===== src/rtl/div_iter.sv =====
// Radix-2 restoring integer divider with a parametrised width, word mode, early-out for
// divide-by-zero and signed overflow, and ready/valid handshakes on both sides.
module div_iter #(
    parameter int XLEN = 64,
    parameter int WLEN = 32
) (
    input  logic            clk,
    input  logic            rst,
    input  logic            div_flush,
    input  logic            div_valid,
    output logic            div_i_ready,
    input  logic            div_signed,
    input  logic            div_word,
    input  logic [XLEN-1:0] dividend,
    input  logic [XLEN-1:0] divisor,
    output logic [XLEN-1:0] quotient,
    output logic [XLEN-1:0] remainder,
    output logic            div_o_valid,
    input  logic            div_o_ready
);

    localparam int CW = $clog2(XLEN + 1);

    typedef enum logic [1:0] {IDLE, CALC, DONE} state_t;

    state_t          state, state_nx;
    logic [CW-1:0]   counter;
    logic [XLEN-1:0] acc, quo, dsr_mag;
    logic            neg_q, neg_r, word_q;

    function automatic logic [XLEN-1:0] ext_word(input logic [WLEN-1:0] x, input logic sgn);
        return {{(XLEN-WLEN){sgn & x[WLEN-1]}}, x};
    endfunction

    // Word-mode results are always sign-extended from bit WLEN-1, even for unsigned ops.
    function automatic logic [XLEN-1:0] fin(input logic [XLEN-1:0] x, input logic wrd);
        return wrd ? {{(XLEN-WLEN){x[WLEN-1]}}, x[WLEN-1:0]} : x;
    endfunction

    logic [XLEN-1:0] op_a, op_b, a_mag, b_mag, min_val;
    logic [XLEN-1:0] early_q, early_r;
    logic            a_neg, b_neg, div_zero, overflow, early, accept;

    always_comb begin
        op_a     = div_word ? ext_word(dividend[WLEN-1:0], div_signed) : dividend;
        op_b     = div_word ? ext_word(divisor[WLEN-1:0], div_signed) : divisor;
        a_neg    = div_signed & op_a[XLEN-1];
        b_neg    = div_signed & op_b[XLEN-1];
        a_mag    = a_neg ? -op_a : op_a;
        b_mag    = b_neg ? -op_b : op_b;
        min_val  = div_word ? {{(XLEN-WLEN+1){1'b1}}, {(WLEN-1){1'b0}}}
                            : {1'b1, {(XLEN-1){1'b0}}};
        div_zero = (op_b == '0);
        overflow = div_signed & (op_a == min_val) & (op_b == '1);
        early    = div_zero | overflow;
        early_q  = div_zero ? '1 : op_a;
        early_r  = div_zero ? op_a : '0;
    end

    // One restoring step: quo doubles as dividend shifter (MSB out) and quotient collector (LSB in).
    logic [XLEN:0]   rem_shift, diff;
    logic            q_bit;
    logic [XLEN-1:0] acc_nx, quo_nx, fix_q, fix_r;

    always_comb begin
        rem_shift = {acc, quo[XLEN-1]};
        diff      = rem_shift - {1'b0, dsr_mag};
        q_bit     = ~diff[XLEN];
        acc_nx    = q_bit ? diff[XLEN-1:0] : rem_shift[XLEN-1:0];
        quo_nx    = {quo[XLEN-2:0], q_bit};
        fix_q     = neg_q ? -quo_nx : quo_nx;
        fix_r     = neg_r ? -acc_nx : acc_nx;
    end

    always_ff @(posedge clk) begin
        if (rst) state <= IDLE;
        else     state <= state_nx;
    end

    // NOTE: every output of this block gets a default first so no path can infer a latch.
    always_comb begin
        state_nx    = state;
        div_i_ready = (state == IDLE);
        div_o_valid = (state == DONE);
        accept      = div_valid & div_i_ready & ~div_flush;
        case (state)
            IDLE:    if (accept) state_nx = early ? DONE : CALC;
            CALC:    if (counter == CW'(1)) state_nx = DONE;
            DONE:    if (div_o_ready) state_nx = IDLE;
            default: state_nx = IDLE;
        endcase
        if (div_flush) state_nx = IDLE;
    end

    // NOTE: sequential state uses non-blocking assignments so every register samples pre-edge values.
    always_ff @(posedge clk) begin
        if (rst) begin
            counter   <= '0;
            acc       <= '0;
            quo       <= '0;
            dsr_mag   <= '0;
            neg_q     <= 1'b0;
            neg_r     <= 1'b0;
            word_q    <= 1'b0;
            quotient  <= '0;
            remainder <= '0;
        end else if (state == IDLE && accept) begin
            neg_q   <= a_neg ^ b_neg;
            neg_r   <= a_neg;
            word_q  <= div_word;
            dsr_mag <= b_mag;
            acc     <= '0;
            // Word operands are pre-aligned to the top so the same MSB-first step serves both widths.
            quo     <= div_word ? (a_mag << (XLEN - WLEN)) : a_mag;
            counter <= div_word ? CW'(WLEN) : CW'(XLEN);
            if (early) begin
                quotient  <= fin(early_q, div_word);
                remainder <= fin(early_r, div_word);
            end
        end else if (state == CALC && !div_flush) begin
            acc     <= acc_nx;
            quo     <= quo_nx;
            counter <= counter - CW'(1);
            if (counter == CW'(1)) begin
                quotient  <= fin(fix_q, word_q);
                remainder <= fin(fix_r, word_q);
            end
        end
    end

endmodule


===== config.mk =====
export PLATFORM = sky130hd
export DESIGN_NAME = div_iter
export DESIGN_NICKNAME = d
export VERILOG_FILES = /design/src/rtl/div_iter.sv
export SDC_FILE = /design/constraint.sdc
export NUM_CORES = 1
export LEC_CHECK = 0
export CAP_MARGIN = 10
export CORE_MARGIN = 2
export CORE_UTILIZATION = 40
export DETAILED_ROUTE_END_ITERATION = 8
export HOLD_SLACK_MARGIN = 0.15
export PLACE_DENSITY = 0.69
export SLEW_MARGIN = 25
export SYNTH_ARGS = -nofsm -noshare
export SYNTH_HDL_FRONTEND = slang
export SYNTH_SLANG_ARGS = --single-unit

===== constraint.sdc =====
create_clock -name clk -period 7.8 [get_ports clk]
set_clock_uncertainty 0.2 [all_clocks]
set_input_delay 0.78 -clock clk [delete_from_list [all_inputs] [get_ports clk]]
set_output_delay 0.78 -clock clk [all_outputs]
set_load 0.02 [all_outputs]

==> impl_metrics.prom <==
# TYPE chip_impl_metric gauge
chip_impl_metric{name="period_minus_slack",unit="ps"} 7030
chip_impl_metric{name="power.combinational.fraction",unit="%"} 34.5
chip_impl_metric{name="cts-hold-fix-buffers",unit=""} 0
chip_impl_metric{name="synthesis.nets",unit=""} 4012
chip_impl_metric{name="starting_density_of_the_core",unit="%"} 40.3
chip_impl_metric{name="post-cts-setup-buffer-count",unit=""} 0
chip_impl_metric{name="globalRoute.totalOverflow",unit=""} 0
chip_impl_metric{name="total_placed_cells_including_tap_cells",unit=""} 4717
chip_impl_metric{name="power.switching",unit="mW"} 2.29
chip_impl_metric{name="drt_wl_total",unit="um"} 122000
chip_impl_metric{name="h-tree-depth",unit=""} 2
chip_impl_metric{name="route.detailed.wl_per_inst",unit="um"} 25.5
chip_impl_info{name="clk_root_buffer_cell",value="sky130_fd_sc_hd__clkbuf_16"} 1
chip_impl_metric{name="postLayoutCoreUtil",unit="%"} 46.9
chip_impl_info{name="grt_setup_unrepaired",value="no"} 1
chip_impl_metric{name="drtPass1Iterations",unit=""} 6
chip_impl_metric{name="clk-insertion-delay-late",unit="ps"} 590
chip_impl_metric{name="setup_viol",unit=""} 0
chip_impl_metric{name="drive_gt1_share",unit="%"} 5.08
chip_impl_metric{name="detailed_route_iter0_violations",unit=""} 4350
chip_impl_info{name="crit_path_start_kind",value="flip-flop"} 1
chip_impl_metric{name="min_hold_slack",unit="ps"} 250
chip_impl_metric{name="clock_sink_count",unit=""} 332
chip_impl_metric{name="seq_power_share",unit="%"} 30.9
chip_impl_metric{name="synth_cell_type_count",unit=""} 101
chip_impl_metric{name="cts_repair_resize_count",unit=""} 0
chip_impl_metric{name="finish.cell_count_without_fillers",unit=""} 4794
chip_impl_metric{name="syn_to_final_growth",unit="%"} 16.4
chip_impl_metric{name="timing.max_slew.rel_slack",unit="%"} 23.7
chip_impl_metric{name="grt_pass1_vias",unit=""} 28100
chip_impl_metric{name="synth-warning-count",unit=""} 0
chip_impl_metric{name="die_width",unit="um"} 264
chip_impl_metric{name="layout.filler_cells",unit=""} 6808
chip_impl_info{name="worstSetupEndpointType",value="flip-flop"} 1
chip_impl_metric{name="net_switching_share_of_the_total_power",unit="%"} 39.1
chip_impl_metric{name="part_of_the_yosys_area_used_for_sequential_elements",unit="%"} 24.5
chip_impl_metric{name="worst_setup_hold_path_clk_slew",unit="ps"} 60
chip_impl_metric{name="grt_antenna_before_repair",unit=""} 3
chip_impl_metric{name="critPathMaxFanout",unit=""} 11
chip_impl_metric{name="rows",unit=""} 95
chip_impl_metric{name="die-height",unit="um"} 264
chip_impl_metric{name="num_io_pins",unit=""} 265
chip_impl_metric{name="dr_total_vias",unit=""} 31000
chip_impl_info{name="synthFlopType",value="sky130_fd_sc_hd__dfxtp_1"} 1
chip_impl_metric{name="fmaxAchievable",unit="GHz"} 0.142
chip_impl_metric{name="pwr_density_cell",unit="nW/um^2"} 186
chip_impl_metric{name="drv.max_cap_violation_count",unit=""} 0
chip_impl_info{name="tritoncts",value="done"} 1
chip_impl_metric{name="first_pass_grt_wire_length",unit="um"} 181000
chip_impl_metric{name="design.final.nets",unit=""} 4093
chip_impl_metric{name="postSynth.asyncResetShare",unit="%"} 0
chip_impl_metric{name="drt-vias-per-instance",unit=""} 6.46
chip_impl_metric{name="cts.path.max_buffers",unit=""} 3
chip_impl_metric{name="drv_slew",unit=""} 0
chip_impl_metric{name="numCtsBuffers",unit=""} 40
chip_impl_metric{name="globalplace.congestion",unit=""} 1.04
chip_impl_metric{name="synth_enable_flop_cells",unit=""} 0
chip_impl_metric{name="ant_nets",unit=""} 0
chip_impl_metric{name="crit_arrival",unit="ps"} 7350
chip_impl_metric{name="core",unit="um^2"} 67200
chip_impl_metric{name="worst-slew-pin-transition",unit="ps"} 1140
chip_impl_info{name="status",value="finished, final reports clean"} 1
chip_impl_metric{name="synthCells",unit=""} 3805
chip_impl_metric{name="die-area",unit="um^2"} 69800
chip_impl_metric{name="layout.cell_area.non_filler",unit="um^2"} 31500
chip_impl_metric{name="placement.cell_area",unit="um^2"} 30100
chip_impl_metric{name="buffer_ports.inserted",unit=""} 264
chip_impl_info{name="min-delay-path-class",value="reg -> reg"} 1
chip_impl_metric{name="power.clock.fraction",unit="%"} 34.6
chip_impl_metric{name="syn_area",unit="um^2"} 27100
chip_impl_metric{name="min_period_over_period",unit="%"} 90.1
chip_impl_metric{name="drc",unit=""} 0
chip_impl_metric{name="crit_required",unit="ps"} 8130
chip_impl_info{name="timing_worst_setup_path_type",value="reg -> reg"} 1
chip_impl_metric{name="groute.usage.overall",unit="%"} 33.6
chip_impl_metric{name="register_bit_count_reported_by_yosys",unit=""} 332
chip_impl_metric{name="regToRegSetupSlack",unit="ps"} 770
chip_impl_metric{name="grt_max_degree",unit=""} 171
chip_impl_metric{name="p_leak",unit="nW"} 11.0
chip_impl_metric{name="internal_power",unit="mW"} 3.56
chip_impl_metric{name="setup_total_negative_slack",unit="ps"} 0
chip_impl_metric{name="power.ir.vdd_worst",unit="uV"} 139
chip_impl_metric{name="synth_area_per_cell",unit="um^2"} 7.12
chip_impl_metric{name="timing_hold_violations_final",unit=""} 0
chip_impl_metric{name="detailedPlacementHpwl",unit="um"} 94300
[power by group through the flow]
stage               Clock (mW)  Combinational (mW)  Sequential (mW)
floorplan                    0                1.31             1.82
global placement             0                1.94             1.84
detailed placement           0                1.93             1.84
CTS                       2.03                1.94             1.81
global route              2.09                2.15             1.81
finish                    2.03                2.02             1.81
[registers in the layout, summed over array words and instances (netlist names)]
register / flops
word_q: 1
dsr_mag: 64
acc: 64
counter: 7
quotient: 64
neg_q: 1
remainder: 64
neg_r: 1
quo: 64
state: 2
[worst max-delay path, cell delays in order, from the launching register on]
cell and delay (ps):
sky130_fd_sc_hd__dfxtp_1 470, sky130_fd_sc_hd__inv_1 80, sky130_fd_sc_hd__ha_1 230, sky130_fd_sc_hd__fa_1 430
sky130_fd_sc_hd__nor2b_1 240, sky130_fd_sc_hd__o31a_1 330, sky130_fd_sc_hd__o21ai_1 250, sky130_fd_sc_hd__a31oi_1 300
sky130_fd_sc_hd__nor3_2 140, sky130_fd_sc_hd__o211a_1 430, sky130_fd_sc_hd__nor3_4 320, sky130_fd_sc_hd__inv_2 180
sky130_fd_sc_hd__nand2_1 100, sky130_fd_sc_hd__o21ai_0 140, sky130_fd_sc_hd__inv_1 100, sky130_fd_sc_hd__ha_1 360
sky130_fd_sc_hd__nand3_1 150, sky130_fd_sc_hd__nor4_1 340, sky130_fd_sc_hd__nand2_1 110, sky130_fd_sc_hd__a31oi_1 160
sky130_fd_sc_hd__a41o_1 220, sky130_fd_sc_hd__nand4_1 550, sky130_fd_sc_hd__nor3_1 430, sky130_fd_sc_hd__nand4_1 180
sky130_fd_sc_hd__a2111o_1 440, sky130_fd_sc_hd__nand2_1 60
[path summary, 6_finish.rpt]
path / endpoint / from / cells past startpoint
worst max-delay path: remainder[52] / quo[63] / 25
worst min-delay path: quotient[26] / quotient[26] / 2
worst max register to register: remainder[52] / quo[63] / 25
worst min register to register: quotient[26] / quotient[26] / 2
[synthesized netlist by cell type, types with 19 or more instances]
| master | n | area share [%] |
|---|---|---|
| sky130_fd_sc_hd__a31oi_1 | 47 | 1.1 |
| sky130_fd_sc_hd__nor4_1 | 57 | 1.3 |
| sky130_fd_sc_hd__nand3_1 | 58 | 1.1 |
| sky130_fd_sc_hd__and3_1 | 24 | 0.55 |
| sky130_fd_sc_hd__o221ai_1 | 29 | 0.94 |
| sky130_fd_sc_hd__buf_1 | 24 | 0.33 |
| sky130_fd_sc_hd__ha_1 | 71 | 3.3 |
| sky130_fd_sc_hd__xnor2_1 | 104 | 3.4 |
| sky130_fd_sc_hd__dfxtp_1 | 332 | 25 |
| sky130_fd_sc_hd__nor3_1 | 147 | 2.7 |
| sky130_fd_sc_hd__o211ai_1 | 41 | 1.1 |
| sky130_fd_sc_hd__nor2_1 | 465 | 6.4 |
| sky130_fd_sc_hd__o41ai_1 | 24 | 0.78 |
| sky130_fd_sc_hd__a21o_1 | 29 | 0.80 |
| sky130_fd_sc_hd__nand4_1 | 60 | 1.4 |
| sky130_fd_sc_hd__and2_1 | 21 | 0.49 |
| sky130_fd_sc_hd__nand2_1 | 422 | 5.8 |
| sky130_fd_sc_hd__a221oi_1 | 31 | 1.0 |
| sky130_fd_sc_hd__or3_1 | 54 | 1.2 |
| sky130_fd_sc_hd__mux2i_1 | 58 | 2.1 |
| sky130_fd_sc_hd__inv_1 | 111 | 1.5 |
| sky130_fd_sc_hd__o31ai_1 | 53 | 1.5 |
| sky130_fd_sc_hd__a21oi_1 | 318 | 5.9 |
| sky130_fd_sc_hd__xor2_1 | 155 | 5.0 |
| sky130_fd_sc_hd__a22o_1 | 22 | 0.71 |
| sky130_fd_sc_hd__buf_2 | 40 | 0.74 |
| sky130_fd_sc_hd__o21ai_0 | 272 | 5.0 |
| sky130_fd_sc_hd__o21a_1 | 19 | 0.53 |
| sky130_fd_sc_hd__a211oi_1 | 149 | 4.1 |
| sky130_fd_sc_hd__clkbuf_1 | 199 | 2.8 |
| sky130_fd_sc_hd__or4_1 | 28 | 0.78 |
| sky130_fd_sc_hd__a311oi_1 | 39 | 1.3 |
[stage by stage]
stage / power [mW] / setup slack [ps]
after detailed placement: 3.78 / 1150
after floorplan: 3.13 / 1900
after global placement: 3.78 / 1390
after global routing: 6.05 / 523
after CTS: 5.78 / 1080
final: 5.85 / 774
[area by class of cell]
cell class | count | area [um^2] | share of cell area, %
repair buffers | 309 | 2990 | 9.49
clock inverters | 22 | 264 | 0.838
clock buffers | 52 | 1110 | 3.51
multi-input cells | 3091 | 19000 | 60.2
inverters | 112 | 420 | 1.33
flip-flops and latches | 332 | 6650 | 21.1
well taps | 873 | 1090 | 3.47
diodes | 3 | 7.51 | 0.0238
[layout by cell type, fill, tap and decap left out, types with 13 or more instances in the layout]
| cell | count |
|---|---|
| sky130_fd_sc_hd__o221ai_1 | 29 |
| sky130_fd_sc_hd__buf_4 | 45 |
| sky130_fd_sc_hd__nand3_1 | 57 |
| sky130_fd_sc_hd__nand2b_1 | 18 |
| sky130_fd_sc_hd__or4_1 | 28 |
| sky130_fd_sc_hd__xnor2_1 | 104 |
| sky130_fd_sc_hd__o21a_1 | 19 |
| sky130_fd_sc_hd__clkbuf_16 | 41 |
| sky130_fd_sc_hd__xor2_1 | 155 |
| sky130_fd_sc_hd__nand2_1 | 420 |
| sky130_fd_sc_hd__clkdlybuf4s50_1 | 262 |
| sky130_fd_sc_hd__or2_2 | 19 |
| sky130_fd_sc_hd__a22o_1 | 22 |
| sky130_fd_sc_hd__nor2_1 | 461 |
| sky130_fd_sc_hd__and3_1 | 23 |
| sky130_fd_sc_hd__o211ai_1 | 41 |
| sky130_fd_sc_hd__a21o_1 | 29 |
| sky130_fd_sc_hd__mux2i_1 | 58 |
| sky130_fd_sc_hd__ha_1 | 71 |
| sky130_fd_sc_hd__inv_1 | 110 |
| sky130_fd_sc_hd__o41ai_1 | 24 |
| sky130_fd_sc_hd__o21ai_1 | 13 |
| sky130_fd_sc_hd__a221oi_1 | 31 |
| sky130_fd_sc_hd__nor3_1 | 146 |
| sky130_fd_sc_hd__mux2_2 | 15 |
| sky130_fd_sc_hd__o21ai_0 | 271 |
| sky130_fd_sc_hd__a311oi_1 | 39 |
| sky130_fd_sc_hd__a211oi_1 | 146 |
| sky130_fd_sc_hd__and2_1 | 22 |
| sky130_fd_sc_hd__or3_1 | 54 |
| sky130_fd_sc_hd__nor4_1 | 57 |
| sky130_fd_sc_hd__nor2b_1 | 16 |
| sky130_fd_sc_hd__dfxtp_1 | 330 |
| sky130_fd_sc_hd__nand4_1 | 60 |
| sky130_fd_sc_hd__a22oi_1 | 17 |
| sky130_fd_sc_hd__o31ai_1 | 53 |
| sky130_fd_sc_hd__a21oi_1 | 318 |
| sky130_fd_sc_hd__a31oi_1 | 47 |
[cells by family after synthesis]
| family | after synthesis | share of synthesized area, % |
|---|---|---|
| mux | 73 | 2.77 |
| xor+xnor | 259 | 8.38 |
| simple gates | 1443 | 24.9 |
| buf+inv | 382 | 5.62 |
| flops | 332 | 24.5 |
| fa+ha+maj | 72 | 3.35 |
| compound gates | 1244 | 30.4 |
[layer usage]
layer	global-route usage (%)	wire, um	vias to the layer above
li1	-	-	14200
met2	50.6	51700	1828
met5	0	13	-
met1	45.7	51600	14700
met3	10.2	15000	263
met4	10.8	4140	2
(Power assumes the default switching activity.)
